`src/rtl/dmem_arb_pkg.sv`:
```
// Shared types and defaults for the dmem arbiter slice.
// DMEM_ARB_RR_EN (see dmem_arb_pick) selects round-robin tie-break instead of fixed A priority.
package dmem_arb_pkg;

   typedef enum logic [1:0] {
      ST_IDLE  = 2'd0,
      ST_OWN_A = 2'd1,
      ST_OWN_B = 2'd2
   } arb_state_e;

   typedef enum logic {
      SIDE_A = 1'b0,
      SIDE_B = 1'b1
   } arb_side_e;

   localparam logic [1:0]  OWNER_IDLE = 2'd0;
   localparam logic [1:0]  OWNER_A    = 2'd1;
   localparam logic [1:0]  OWNER_B    = 2'd2;

   localparam logic [31:0] DMEM_MEM_BYTES = 32'h0004_0000;
   localparam int unsigned DMEM_MAX_BURST = 8;

endpackage

```
`src/rtl/dmem_arb_pick.sv`:
```
// Combinational tie-break between the two requesters.
// DMEM_ARB_RR_EN defined: round-robin against last owner; undefined: A (CPU) wins ties.
module dmem_arb_pick
   import dmem_arb_pkg::*;
(
   input  logic      i_a_req,
   input  logic      i_b_req,
   input  arb_side_e i_last,
   output arb_side_e o_pick
);

   always_comb begin
      o_pick = i_last;
      if (i_a_req && i_b_req) begin
`ifdef DMEM_ARB_RR_EN
         o_pick = (i_last == SIDE_A) ? SIDE_B : SIDE_A;
`else
         o_pick = SIDE_A;
`endif
      end else if (i_a_req) begin
         o_pick = SIDE_A;
      end else if (i_b_req) begin
         o_pick = SIDE_B;
      end
   end

endmodule

```
`src/rtl/dmem_arbiter.sv`:
```
// Two-port dmem arbiter: registered ownership FSM, lock/burst limit, out-of-range write guard.
// Tie-break mode chosen by DMEM_ARB_RR_EN inside dmem_arb_pick.
module dmem_arbiter
   import dmem_arb_pkg::*;
#(
   parameter int unsigned MAX_BURST = DMEM_MAX_BURST,
   parameter logic [31:0] MEM_BYTES = DMEM_MEM_BYTES
) (
   input  logic        clk,
   input  logic        reset,
   input  logic        a_req,
   input  logic        a_lock,
   input  logic [31:0] a_addr,
   input  logic [31:0] a_wdata,
   input  logic [3:0]  a_we,
   output logic        a_ack,
   output logic [31:0] a_rdata,
   output logic        a_err,
   input  logic        b_req,
   input  logic        b_lock,
   input  logic [31:0] b_addr,
   input  logic [31:0] b_wdata,
   input  logic [3:0]  b_we,
   output logic        b_ack,
   output logic [31:0] b_rdata,
   output logic        b_err,
   output logic [31:0] mem_addr,
   output logic [31:0] mem_wdata,
   output logic [3:0]  mem_we,
   input  logic [31:0] mem_rdata,
   output logic [1:0]  owner
);

   localparam int unsigned CW = $clog2(MAX_BURST + 1);
   localparam logic [CW-1:0] MAX_CNT = CW'(MAX_BURST);

   arb_state_e    r_state, w_state_nxt;
   arb_side_e     r_last, w_last_nxt, w_pick;
   logic [CW-1:0] r_burst_cnt, w_cnt_nxt, w_cnt_inc;
   logic          w_oor;
   logic [3:0]    w_sel_we;

   dmem_arb_pick u_pick (
      .i_a_req (a_req),
      .i_b_req (b_req),
      .i_last  (r_last),
      .o_pick  (w_pick)
   );

   always_ff @(posedge clk or posedge reset) begin
      if (reset) begin
         r_state     <= ST_IDLE;
         r_burst_cnt <= '0;
         r_last      <= SIDE_B;
      end else begin
         r_state     <= w_state_nxt;
         r_burst_cnt <= w_cnt_nxt;
         r_last      <= w_last_nxt;
      end
   end

   assign a_ack = (r_state == ST_OWN_A) && a_req;
   assign b_ack = (r_state == ST_OWN_B) && b_req;
   assign owner = r_state;

   // Limit is checked on the post-beat count so the owner gets exactly MAX_BURST acks.
   assign w_cnt_inc = ((a_ack || b_ack) && (r_burst_cnt != MAX_CNT)) ?
                      r_burst_cnt + 1'b1 : r_burst_cnt;

   always_comb begin
      w_state_nxt = r_state;
      w_cnt_nxt   = w_cnt_inc;
      w_last_nxt  = r_last;
      unique case (r_state)
         ST_IDLE: begin
            if (a_req || b_req) begin
               w_state_nxt = (w_pick == SIDE_B) ? ST_OWN_B : ST_OWN_A;
               w_cnt_nxt   = '0;
               w_last_nxt  = w_pick;
            end
         end
         ST_OWN_A: begin
            if ((b_req && w_cnt_inc == MAX_CNT) || (!a_req && !a_lock)) begin
               w_cnt_nxt = '0;
               if (b_req) begin
                  w_state_nxt = ST_OWN_B;
                  w_last_nxt  = SIDE_B;
               end else begin
                  w_state_nxt = ST_IDLE;
               end
            end
         end
         ST_OWN_B: begin
            if ((a_req && w_cnt_inc == MAX_CNT) || (!b_req && !b_lock)) begin
               w_cnt_nxt = '0;
               if (a_req) begin
                  w_state_nxt = ST_OWN_A;
                  w_last_nxt  = SIDE_A;
               end else begin
                  w_state_nxt = ST_IDLE;
               end
            end
         end
         default: w_state_nxt = ST_IDLE;
      endcase
   end

   always_comb begin
      mem_addr  = '0;
      mem_wdata = '0;
      w_sel_we  = '0;
      unique case (r_state)
         ST_OWN_A: begin
            mem_addr  = a_addr;
            mem_wdata = a_wdata;
            w_sel_we  = a_we;
         end
         ST_OWN_B: begin
            mem_addr  = b_addr;
            mem_wdata = b_wdata;
            w_sel_we  = b_we;
         end
         default: ;
      endcase
   end

   assign w_oor   = (mem_addr >= MEM_BYTES);
   assign mem_we  = (!reset && (a_ack || b_ack) && !w_oor) ? w_sel_we : '0;
   assign a_rdata = a_ack ? mem_rdata : '0;
   assign b_rdata = b_ack ? mem_rdata : '0;
   assign a_err   = a_ack && w_oor && (a_we != '0);
   assign b_err   = b_ack && w_oor && (b_we != '0);

endmodule

```
`config.mk`:
```
export PLATFORM = sky130hd
export DESIGN_NAME = dmem_arbiter
export DESIGN_NICKNAME = d
export VERILOG_FILES = /design/src/rtl/dmem_arb_pkg.sv /design/src/rtl/dmem_arb_pick.sv /design/src/rtl/dmem_arbiter.sv
export SDC_FILE = /design/constraint.sdc
export NUM_CORES = 1
export LEC_CHECK = 0
export CELL_PAD_IN_SITES_DETAIL_PLACEMENT = 1
export CELL_PAD_IN_SITES_GLOBAL_PLACEMENT = 2
export CORE_UTILIZATION = 10
export CTS_BUF_LIST = sky130_fd_sc_hd__clkbuf_4
export DETAILED_ROUTE_END_ITERATION = 10
export PLACE_DENSITY_LB_ADDON = 0.1
export SYNTH_ARGS = -nofsm -noshare
export SYNTH_HDL_FRONTEND = slang
export SYNTH_SLANG_ARGS = --single-unit
```
`constraint.sdc`:
```
create_clock -name clk -period 2.6 [get_ports clk]
set_clock_uncertainty 0.15 [all_clocks]
set_input_delay 0.26 -clock clk [delete_from_list [all_inputs] [get_ports clk]]
set_output_delay 0.26 -clock clk [all_outputs]
set_load 0.02 [all_outputs]
```
==> Word level (Yosys, flattened, before mapping) <==
Cells that the tools add are included.
{ "op_classes": {"addsub": 1, "order_cmp": 1, "n_eq_ne": 8, "mux": 26, "n_reduce_logical": 30} }
{ "op_table": {"columns": ["operator", "count"], "rows": [
  ["$pmux W32 S2", 2],
  ["$mux W32", 2],
  ["$ge A32 B19 Y1 const B", 1],
  ["$mux W4", 5],
  ["$logic_and A1 B1 Y1", 14],
  ["$pmux W4 S3", 1],
  ["$mux W2", 5],
  ["$mux W1", 8],
  ["$pmux W4 S2", 1],
  ["$reduce_bool A4 Y1", 2],
  ["$logic_not A1 Y1", 6],
  ["$pmux W2 S3", 1],
  ["$reduce_and A5 Y1", 1],
  ["$add A4 B1 Y4 const B", 1],
  ["$eq A4 B4 Y1 const B", 1],
  ["$logic_or A1 B1 Y1", 4],
  ["$ne A2 B1 Y1 const B", 2],
  ["$ne A2 B2 Y1 const B", 2],
  ["$ne A4 B4 Y1 const B", 1],
  ["$pmux W1 S3", 1],
  ["$reduce_and A3 Y1", 1],
  ["$reduce_bool A3 Y1", 1],
  ["$eq A2 B1 Y1 const B", 1],
  ["$eq A2 B2 Y1 const B", 1],
  ["$logic_not A2 Y1", 1]
]} }
{ "word_totals": {"register_bits": 7, "in_bits": 174, "output_inout_bits": 138, "elab_cells": 69} }

==> Longest topological paths before layout <==
Gate-level depths: netlist (run 1).
{ "depth": {"ltp_word": 10, "depth_mapped": 9, "mapped_depth_nobuf": 7} }

==> Hierarchy <==
Synthesis (run 1) repeated with hierarchy kept, for this count alone.
{ "hier_totals": {"hier_cells": 265, "area_unflattened_um2": 1863.0} }
{ "by_module_without_submodules": {"columns": ["module", "n_inst", "cells_each", "area_per_inst_um2", "seq_area_each_um2"], "rows": [
  ["dmem_arbiter", 1, 264, 1853.0, 176.4],
  ["dmem_arb_pick", 1, 1, 10.0, 0.0]
]} }

==> Worst setup path before layout (run 1) <==
OpenSTA, ideal clock, no wires.
{ "synth_path": {"kind": "reg2out", "from": "reg r_state[0] (netlist: owner[0])", "to": "out mem_we[0]", "arrival_ns": 2.348, "required_time_ns": 2.190, "slack_ns": -0.158, "path_stages_with_launch": 9, "path_cell_list": "dfrtp_1 -> inv_1 -> ha_1 -> buf_6 -> a22o_1 -> o41a_1 -> nor4_4 -> nand3_2 -> nor2_1"} }
{ "synth_via": {"elab_chain_len": 6} }
{ "synth_lines": {"columns": ["item", "line_no", "text"], "rows": [
  ["start, declared", "dmem_arbiter.sv:37", "arb_state_e r_state, w_state_nxt;"],
  ["start signal, assigned", "dmem_arbiter.sv:56", "r_state <= w_state_nxt;"],
  ["$eq A2 B2 Y1 / $eq A2 B1 Y1 (equally long branches)", "dmem_arbiter.sv:63, dmem_arbiter.sv:112, dmem_arbiter.sv:62", null],
  ["$pmux W32 S2, or another cell as far along", "dmem_arbiter.sv:112", "unique case (r_state)"],
  ["$ge A32 B19 Y1 / $logic_or A1 B1 Y1 (equally long branches)", "dmem_arbiter.sv:127, dmem_arbiter.sv:128", null],
  ["$logic_not A1 Y1 / $logic_and A1 B1 Y1 (equally long branches)", "dmem_arbiter.sv:128", "assign mem_we = (!reset && (a_ack || b_ack) && !w_oor) ? w_sel_we : '0;"],
  ["$logic_and A1 B1 Y1", "dmem_arbiter.sv:128", null],
  ["$mux W4 (*)", "dmem_arbiter.sv:128", null],
  ["end, declared", "dmem_arbiter.sv:29", "output logic [3:0] mem_we,"]
]} }
Mark *: on every way between the ends. The rest lies on a longest branch, timed or not.

==> Worst setup path in the final report (run 1) <==
{ "layout_path": {"from": "reg r_state[1] (netlist: owner[1])", "to": "out mem_we[3]"} }
The elaborated chain is that of the path after synthesis.

==> results of run 1 <==
## cell type report
class                           instances  area, µm²  share of cell area, %
Multi-Input combinational cell        211       1730                  30.77
Tap cell                              265      331.6                  5.895
Clock buffer                            3      22.52                 0.4004
Timing Repair Buffer                  354       3317                  58.98
Inverter                               10      38.79                 0.6897
Sequential cell                         7      178.9                  3.181
Clock inverter                          1      5.005                0.08899
## cell usage in the layout, fill, tap and decap left out, drive strengths merged, types with 3 or more instances in the layout
cell type,count
and3,64
ha,6
clkdlybuf4s15,5
inv,9
a21oi,3
o21ai,3
buf,98
a22o,59
nand2,6
and2,12
nor4,5
nor2,13
clkdlybuf4s50,226
a22oi,11
dlymetal6s2s,19
dlygate4sd2,6
dfrtp,6
clkbuf,3
## cells in the mapped netlist, types with 2 or more instances
cell,count
buf_1,2
inv_1,9
dfrtp_1,6
ha_1,6
nor2_1,13
nor3b_1,2
o21ai_0,3
a31oi_1,2
a22oi_1,10
xnor2_1,2
nand2_1,6
and2_1,11
o2bb2ai_1,2
nor4_1,4
clkbuf_1,26
and3_1,64
o211ai_2,2
a22o_1,58
a21oi_1,3
clkbuf_8,2
buf_6,2
o22ai_1,2
## layer usage
metal  share of wire [%]  vias up
met5               0.082        -
met4                0.27        2
met3                 8.6        4
met2                  51      149
met1                  40     1664
li1                    -     1664
## worst min-delay path, cell delays in order
cell and delay, ns:
clkdlybuf4s50_1 0.41, inv_1 0.11, buf_4 0.19
## worst max path at each step
stage,to,slack (ns),cells past startpoint
floorplan,a_err,-0.0005,7
global placement,mem_we[0],-0.46,9
detailed placement,mem_we[0],-0.51,9
CTS,mem_we[0],-0.33,10
global route,mem_we[0],-0.39,10
finish,mem_we[3],-0.27,10
## registers in the layout, indices dropped and copies added (netlist names)
name / flops
r_burst_cnt: 4
owner: 2
r_last: 1
## logic make-up (layout without fill, tap and decap cells)
logic type	after synthesis	count (layout)	share of synthesized area [%]
compound gates	94	94	40.65
xor+xnor	2	2	0.8879
fa+ha+maj	6	6	3.805
buf+inv	44	368	11.67
flops	7	7	8.941
mux	1	1	0.7607
simple gates	108	108	33.29
## power groups by stage
stage	combinational [mW]	sequential [mW]	clock, mW
global route	3.85	0.189	0.119
CTS	3.53	0.182	0.113
global placement	3.59	0.174	0
finish	3.61	0.183	0.105
detailed placement	3.61	0.175	0
floorplan	1.78	0.190	0
## through the flow
step           util, %  cells  worst slack, ns  cell area, µm²  power [mW]
4_1_cts          28.29    851          -0.3335            5488       3.824
5_1_grt          28.99    851          -0.3905            5624       4.158
2_1_floorplan        -    262       -0.0004761            2013       1.970
3_5_place_dp     28.79    844          -0.5071            5585       3.786
3_3_place_gp     28.79    844          -0.4624            5585       3.762
6_report         28.99    851          -0.2676            5624       3.901
## timing repair
item,4_1_cts,5_1_grt
pin swaps,10,5
buffers inserted,3,1
setup endpoints to repair,95,63
gates cloned,1,0
resized for setup,262,38
==> impl_metrics.yaml, run 1 <==
setup_path:
  crit_top_cell: "buf_6"
  crit_family: "compound AO/OA/AOI/OAI gates"
  max_stage_delay_ns: 0.46
  worstSetupPathType: "register to output port"
  critical_path_required_ns: 2.19
  rrSetupSlack_ns: 0.11
  cp.arrival_ns: 2.46
  timing.critical_path.from: "owner[1]$_DFFE_PP0P_"
  crit_fanout: 6
  cp-start-kind: "register"
  worstPathCellList: "inv_2, ha_4, buf_6, a22o_1, o41a_1, nor4_4, buf_4, nand3_4, nor2_4, buf_6"
  ff2ff_path_depth: 10
  critPathBufInv: 4
  crit_path_end_kind: "output port"
  slowest_stage: "o41a_1"
  reg2reg_from: "owner[1]$_DFFE_PP0P_"
  r2r-end: "r_last$_DFFE_PP1P_"
power:
  power.internal_mw: 1.904
  power_frac_comb_pct: 92.6
  swShare_pct: 51.18
  leakagePower_nw: 2.821
  power_frac_seq_pct: 4.7
  clock_power_share_pct: 2.7
  power.density_nw_per_um2: 693.6
  power.net_switching_mw: 1.997
  vdd_drop_max_mv: 0.2450
global_route:
  grt_first_pass_wirelength_um: 22640
  busiest_layer: "met2"
  grt-ovfl-total: 0
  grt_pass1_vias: 3653
  grtUsageMet2_pct: 26.91
  grt_antenna_before_repair: 1
  use_met1_pct: 17.23
  use_met3_pct: 3.970
  grt_usage_pct: 14.59
  grt_max_degree: 33
cells_and_area:
  n_antenna_cell: 0
  nFillCells: 2352
  drive_above_1_share_pct: 24.23
  nets: 767
  synthToLayoutAreaGrowth_pct: 185.0
clock_network:
  cts.clk_slew.worst_paths_ns: 0.06
  cts_sinks: 7
  ctsHoldBuffers: 0
  cts_tree: "done"
  h-tree-depth: 1
  worstSkewPairLatency_ns: 0.26
  clockBufferDepth: 2
  cts-root-buf: "clkbuf_4"
  cts_buffers: 3
sta:
  setup_viol: 6
  fin_setup_tns_ns: -1.217
  drv_slew: 0
  rsz0062_at_grt: "true"
  layout_setup_ws_ns: -0.2676
  finalHoldViolCount: 0
  whs_ns: 0.2193
  clock.fmax_ghz: 0.3487
  fin_crit_sh_pct: 110.3
  tightest_slew_ns: 0.3525
  period_needed_ns: 2.868
  relSlewSlack_pct: 76.28
run_status:
  violations: "negative setup slack"
  status: "complete, but fails checks"
die:
  initial_core_util_pct: 10.17
  num_rows: 51
  core_um2: 19400
  die_y_um: 142.5
  dieWidth_um: 142.5
  io_pins: 312
  dieArea_um2: 20300
route:
  drc_errors: 0
  first_pass_iters: 4
  ant_nets: 0
  drt-wirelength-per-cell_um: 18.71
  drtIter0Drc: 125
  drt-total-wl_um: 15920
  route.vias.total: 3483
  routed_via_density: 4.093
synth:
  synth-edff-count: 0
  synth_ff_type: "dfrtp_1"
  async_reset_ff_share_pct: 100.0
  synth_top_area_share_pct: 25.75
  yosysSeqAreaShare_pct: 8.941
  synth.distinct_cells: 47
  synth_area_per_cell_um2: 7.531
  syn_inst: 262
  ys_ff_latch: 7
  yosys.area.top_type: "a22o_1"
  syn-num-nets: 442
  ys_warn_count: 0
  synth_area_um2: 1973
  synth_area_leaders: "a22o_1 (26%), and3_1 (20%), dfrtp_1 (7.6%)"
worst_hold_path:
  min_path_type: "input port to asynchronous set/reset pin"
job:
  cap_violations: 0
placed_design:
  gp_congestion: 0.7625
  place_hpwl_um: 13420
  portBuffers: 311
No activity file was read; power rests on OpenSTA's default activity.
==> run 2, diff against run 1 <==
- CTS_CLUSTER_DIAMETER: default -> 80
- MAX_ROUTING_LAYER: default -> met4
- PLACE_DENSITY: default -> 0.89
- PLACE_DENSITY_LB_ADDON: 0.1 -> default
==> impl_metrics.yaml, run 2 (synthesis results as in run 1) <==
setup_path:
  cp.arrival_ns: 2.41
  rrSetupSlack_ns: 0.06
  timing.critical_path.from: "owner[0]$_DFFE_PP0P_"
  cp-start-kind: "register"
  crit_fanout: 8
  crit_path_end: "mem_we[2]"
  r2r-end: "r_last$_DFFE_PP1P_"
  ff2ff_path_depth: 10
  reg2reg_from: "owner[1]$_DFFE_PP0P_"
  critical_path_required_ns: 2.19
  crit_path_end_kind: "output port"
  worstSetupPathType: "register to output port"
cells_and_area:
  regArea_um2: 178.9
  largest_register_ffs: 4
  nFillCells: 2341
  top_register: "r_burst_cnt"
  fin_cells: 854
  nets: 769
  multi_input_area_um2: 1699
  synthToLayoutAreaGrowth_pct: 188.0
  drive_above_1_share_pct: 24.15
  final_common_cell: "clkdlybuf4s50_1"
  final_cell_mix: "clkdlybuf4s50_1 (197), and3_1 (64), a22o_1 (57)"
  design_area_um2: 5682
power:
  swShare_pct: 50.24
  power.density_nw_per_um2: 685.2
  power_mw: 3.893
  power_frac_seq_pct: 4.8
  power.net_switching_mw: 1.956
  clock_power_share_pct: 2.8
  vdd_drop_max_mv: 0.1726
  leakagePower_nw: 3.311
  power.internal_mw: 1.937
  power_frac_comb_pct: 92.4
clock_network:
  worstSkewPairLatency_ns: 0.25
  cts_sinks: 7
  clockBufferDepth: 2
  h-tree-depth: 1
  ctsHoldBuffers: 0
  cts-root-buf: "clkbuf_4"
  cts_tree: "done"
  cts_buffers: 3
  cts.clk_slew.worst_paths_ns: 0.05
placed_design:
  gp_congestion: 0.7820
  place_hpwl_um: 11960
  post-place-cells: 839
  portBuffers: 311
  placed_area_um2: 5573
sta:
  tightest_slew_ns: 0.3755
  relSlewSlack_pct: 74.74
  whs_ns: 0.2147
  drv_slew: 0
  period_needed_ns: 2.816
  fin_crit_sh_pct: 108.3
  rsz0062_at_grt: "true"
  clock.fmax_ghz: 0.3551
  finalHoldViolCount: 0
  layout_setup_ws_ns: -0.2160
  setup_viol: 6
global_route:
  grt_first_pass_wirelength_um: 19930
  grt_usage_pct: 13.09
  grt_pass1_vias: 3641
  grt_max_degree: 36
  grt-ovfl-total: 0
  grt_antenna_before_repair: 1
route:
  drt-total-wl_um: 14580
  routed_via_density: 4.121
  drc_errors: 0
  route.vias.total: 3519
  drtIter0Drc: 67
  first_pass_iters: 6
  drt-wirelength-per-cell_um: 17.07
  ant_nets: 0
die:
  num_rows: 51
  dieWidth_um: 142.5
  io_pins: 312
  core_um2: 19400
  dieArea_um2: 20300
  initial_core_util_pct: 10.17
  die_y_um: 142.5
job:
  cap_violations: 0
worst_hold_path:
  min_path_type: "input port to asynchronous set/reset pin"
run_status:
  status: "complete, but fails checks"
  violations: "negative setup slack"
==> run 2: cell count changes in the layout (fill, tap and decap cells not counted), moves of 4 or more <==
cell | previous run | this run
clkdlybuf4s50_1 | 226 | 197
clkdlybuf4s15_2 | 5 | 1
buf_2 | 47 | 19
clkbuf_2 | 0 | 33
dlymetal6s2s_1 | 19 | 46
==> run 2: how the worst min path moves through the flow <==
| stage | start | endpoint | slack [ns] | cells after the start |
|---|---|---|---|---|
| after global placement | r_last$_DFFE_PP1P_ | r_last$_DFFE_PP1P_ | 0.46 | 1 |
| after CTS | reset | r_burst_cnt[1]$_DFF_PP0_ | 0.22 | 3 |
| after detailed placement | r_last$_DFFE_PP1P_ | r_last$_DFFE_PP1P_ | 0.47 | 1 |
| final | reset | r_burst_cnt[3]$_DFF_PP0_ | 0.21 | 3 |
| after floorplan | reset | r_burst_cnt[0]$_DFF_PP0_ | -0.06 | 1 |
| after global routing | reset | r_burst_cnt[2]$_DFF_PP0_ | 0.27 | 3 |
==> run 2: power groups by stage <==
| stage | Sequential (mW) | Clock, mW | Combinational, mW |
|---|---|---|---|
| 2_1_floorplan | 0.190 | 0 | 1.78 |
| 3_3_place_gp | 0.175 | 0 | 3.53 |
| 3_5_place_dp | 0.178 | 0 | 3.55 |
| 4_1_cts | 0.184 | 0.117 | 3.63 |
| 5_1_grt | 0.193 | 0.124 | 3.83 |
| 6_report | 0.185 | 0.110 | 3.60 |
==> run 2: metrics by stage <==
step / TNS (ns) / util, % / setup slack, ns
6_report: -1.180 / 29.29 / -0.2160
5_1_grt: -2.180 / 29.29 / -0.3410
4_1_cts: -1.416 / 29.39 / -0.2567
3_5_place_dp: -10.84 / 28.73 / -0.6777
3_3_place_gp: -10.16 / 28.73 / -0.6398
2_1_floorplan: -0.0009521 / - / -0.0004761
==> run 2: area by class of cell <==
type | count | share of cell area, %
Timing Repair Buffer | 356 | 59.85
Multi-Input combinational cell | 211 | 29.91
Tap cell | 265 | 5.836
Sequential cell | 7 | 3.149
Inverter | 10 | 0.6827
Clock buffer | 4 | 0.5285
Antenna cell | 1 | 0.04404
==> run 2: timing repair <==
action,in CTS,in global routing
cloned,0,2
endpoints found under the setup margin,137,106
pin swaps,14,5
gates resized for setup,185,115
buffers inserted,6,2
==> run 2: worst max-delay path, stage by stage, from the launching register on <==
cell     delay, ns
dfrtp_2       0.40
inv_2         0.07
ha_4          0.19
a22o_2        0.24
o41a_1        0.52
nor4_4        0.16
buf_4         0.18
nand3_4       0.14
nor2_4        0.12
buf_6         0.12
==> run 2: layer usage <==
layer  wire, µm  track usage, %
met1       5808           14.68
met2       7409           23.86
met3       1200           2.355
met4        163           3.056
met5          0               -
==> variant, RTL diff (flow settings as in run 2) <==
Change the package constant `DMEM_MAX_BURST` from 8 to 16.
--- a/src/rtl/dmem_arb_pkg.sv
+++ b/src/rtl/dmem_arb_pkg.sv
@@ -20,3 +20,3 @@
    localparam logic [31:0] DMEM_MEM_BYTES = 32'h0004_0000;
-   localparam int unsigned DMEM_MAX_BURST = 8;
+   localparam int unsigned DMEM_MAX_BURST = 16;
 
Behaviour: not the same (a bounded check fails within 10 cycles, from zero or initial values and one cycle with reset high).
==> variant against run 2 <==
The flow still finishes with violations (negative setup slack); core utilization rose by 3.8 points; total power rose by 23%; routed wire length rose by 15%; register-to-register slack got worse by 0.10 ns; synthesized area fell by 1.8%; cell area rose by 9.7%; fmax rose by 2.9%; worst setup slack improved by 0.079 ns; sequential cell count rose by 1; highest routed layer unchanged.
==> variant: results (changes against run 2) <==
| Metric | Value |
|---|---|
| Status | finished with violations |
| Violated checks | negative setup slack |
| Vias | 3746 (+6.5%) |
| Fraction of layout cells with a size suffix above 1 | 0.2701 (+0.02860) |
| Max reg flops | 5 (+1) |
| Area growth syn-to-layout | 221.6% |
| Reg2reg setup slack | -0.04 ns (-0.10 ns) |
| # setup viols final | 9 (+3) |
| Largest net degree at the start of global routing | 42 (+17%) |
| Metal3 WL | 1286 um (+7.2%) |
| Delay of the slowest critical-path stage | 0.41 ns (-0.11 ns) |
| Met1 Use GR | 0.1774 (+0.03059) |
| Met1 Wirelength | 6654 um (+15%) |
| Post-Syn Nets | 457 (+3.4%) |
| Synth cell count leaders | 64 x and3_1, 50 x a22o_1, 29 x nor2_1 |
| CP max stage cell | dfrtp_1 |
| GP Congestion | 0.7883 (+0.81%) |
| Final hold slack | 0.2083 ns (-0.006403 ns) |
| Post-DP HPWL | 13280 um (+11%) |
| WL met2 | 8645 um (+17%) |
| CTS clock-pin slew for the worst setup and hold paths | 0.07 ns (+0.02 ns) |
| Worst slew margin | 0.6611 (-0.08625) |
| Met2 usage | 0.2874 (+0.04874) |
| Synthesized area per cell | 6.997 um2 (-7.1%) |
| 1st-pass router iterations | 4 (-2) |
| Drt initial violations | 112 (+67%) |
| First-pass GRT wire length | 23530 um (+18%) |
| Placed inst area | 5689 um2 (+2.1%) |
| Int Pwr | 2.449 mW (+26%) |
| Maximum vdd ir drop | 0.2240 mV (+30%) |
| Initial antenna violation count | 2 (+1) |
| GR met3 Demand/Resource | 0.03804 (+0.01449) |
| Synth unique cells | 40 (-15%) |
| Total Routing Usage GR | 0.1583 (+0.02746) |
| Worst Setup SP | owner[1]$_DFFE_PP0P_ |
| Final WS setup | -0.1372 ns (+0.07885 ns) |
| Crit path max-delay family | buffers and inverters |
| Post-place setup slack | -0.4425 ns (+0.2352 ns) |
| Worst flop-to-flop path endpoint | owner[0]$_DFFE_PP0P_ |
| Final Net Count | 803 (+4.4%) |
| Placed cell count | 861 (+2.6%) |
## variant: changes by cell type in the layout (fill, tap and decap cells not counted), sizes merged, moves of 7 or more
cell / delta
a22o: -8
a22oi: +7
and2: -9
buf: +46
clkbuf: -32
dlymetal6s2s: +11
nor2: +16
## variant: kinds of logic (layout without fill, tap and decap cells)
logic type,count (synthesis),in the layout,share of synthesized area
muxes,2,2,0.01033
adders and majority gates,6,6,0.03873
DFF,8,8,0.1039
other,0,2,0
AOI/OAI and AO/OA,96,96,0.4022
xor gates and xnor gates,3,3,0.01356
buffers and inverters,38,383,0.07811
and+or+nand+nor,124,124,0.3531
## variant: final cells by class
type	count	area share
clock buffers	4	0.004818
inverters	8	0.005220
multi-input cells	231	0.2937
repair buffers	371	0.6107
flip-flops and latches	8	0.03252
well taps	260	0.05220
diodes	2	0.0008031
## variant: repair_timing
item	CTS	global route
gates resized for setup	232	124
cloned	1	2
buffers inserted	11	3
pin swaps	14	8
endpoints found under the setup margin	126	133
endpoints found under the hold margin	0	0
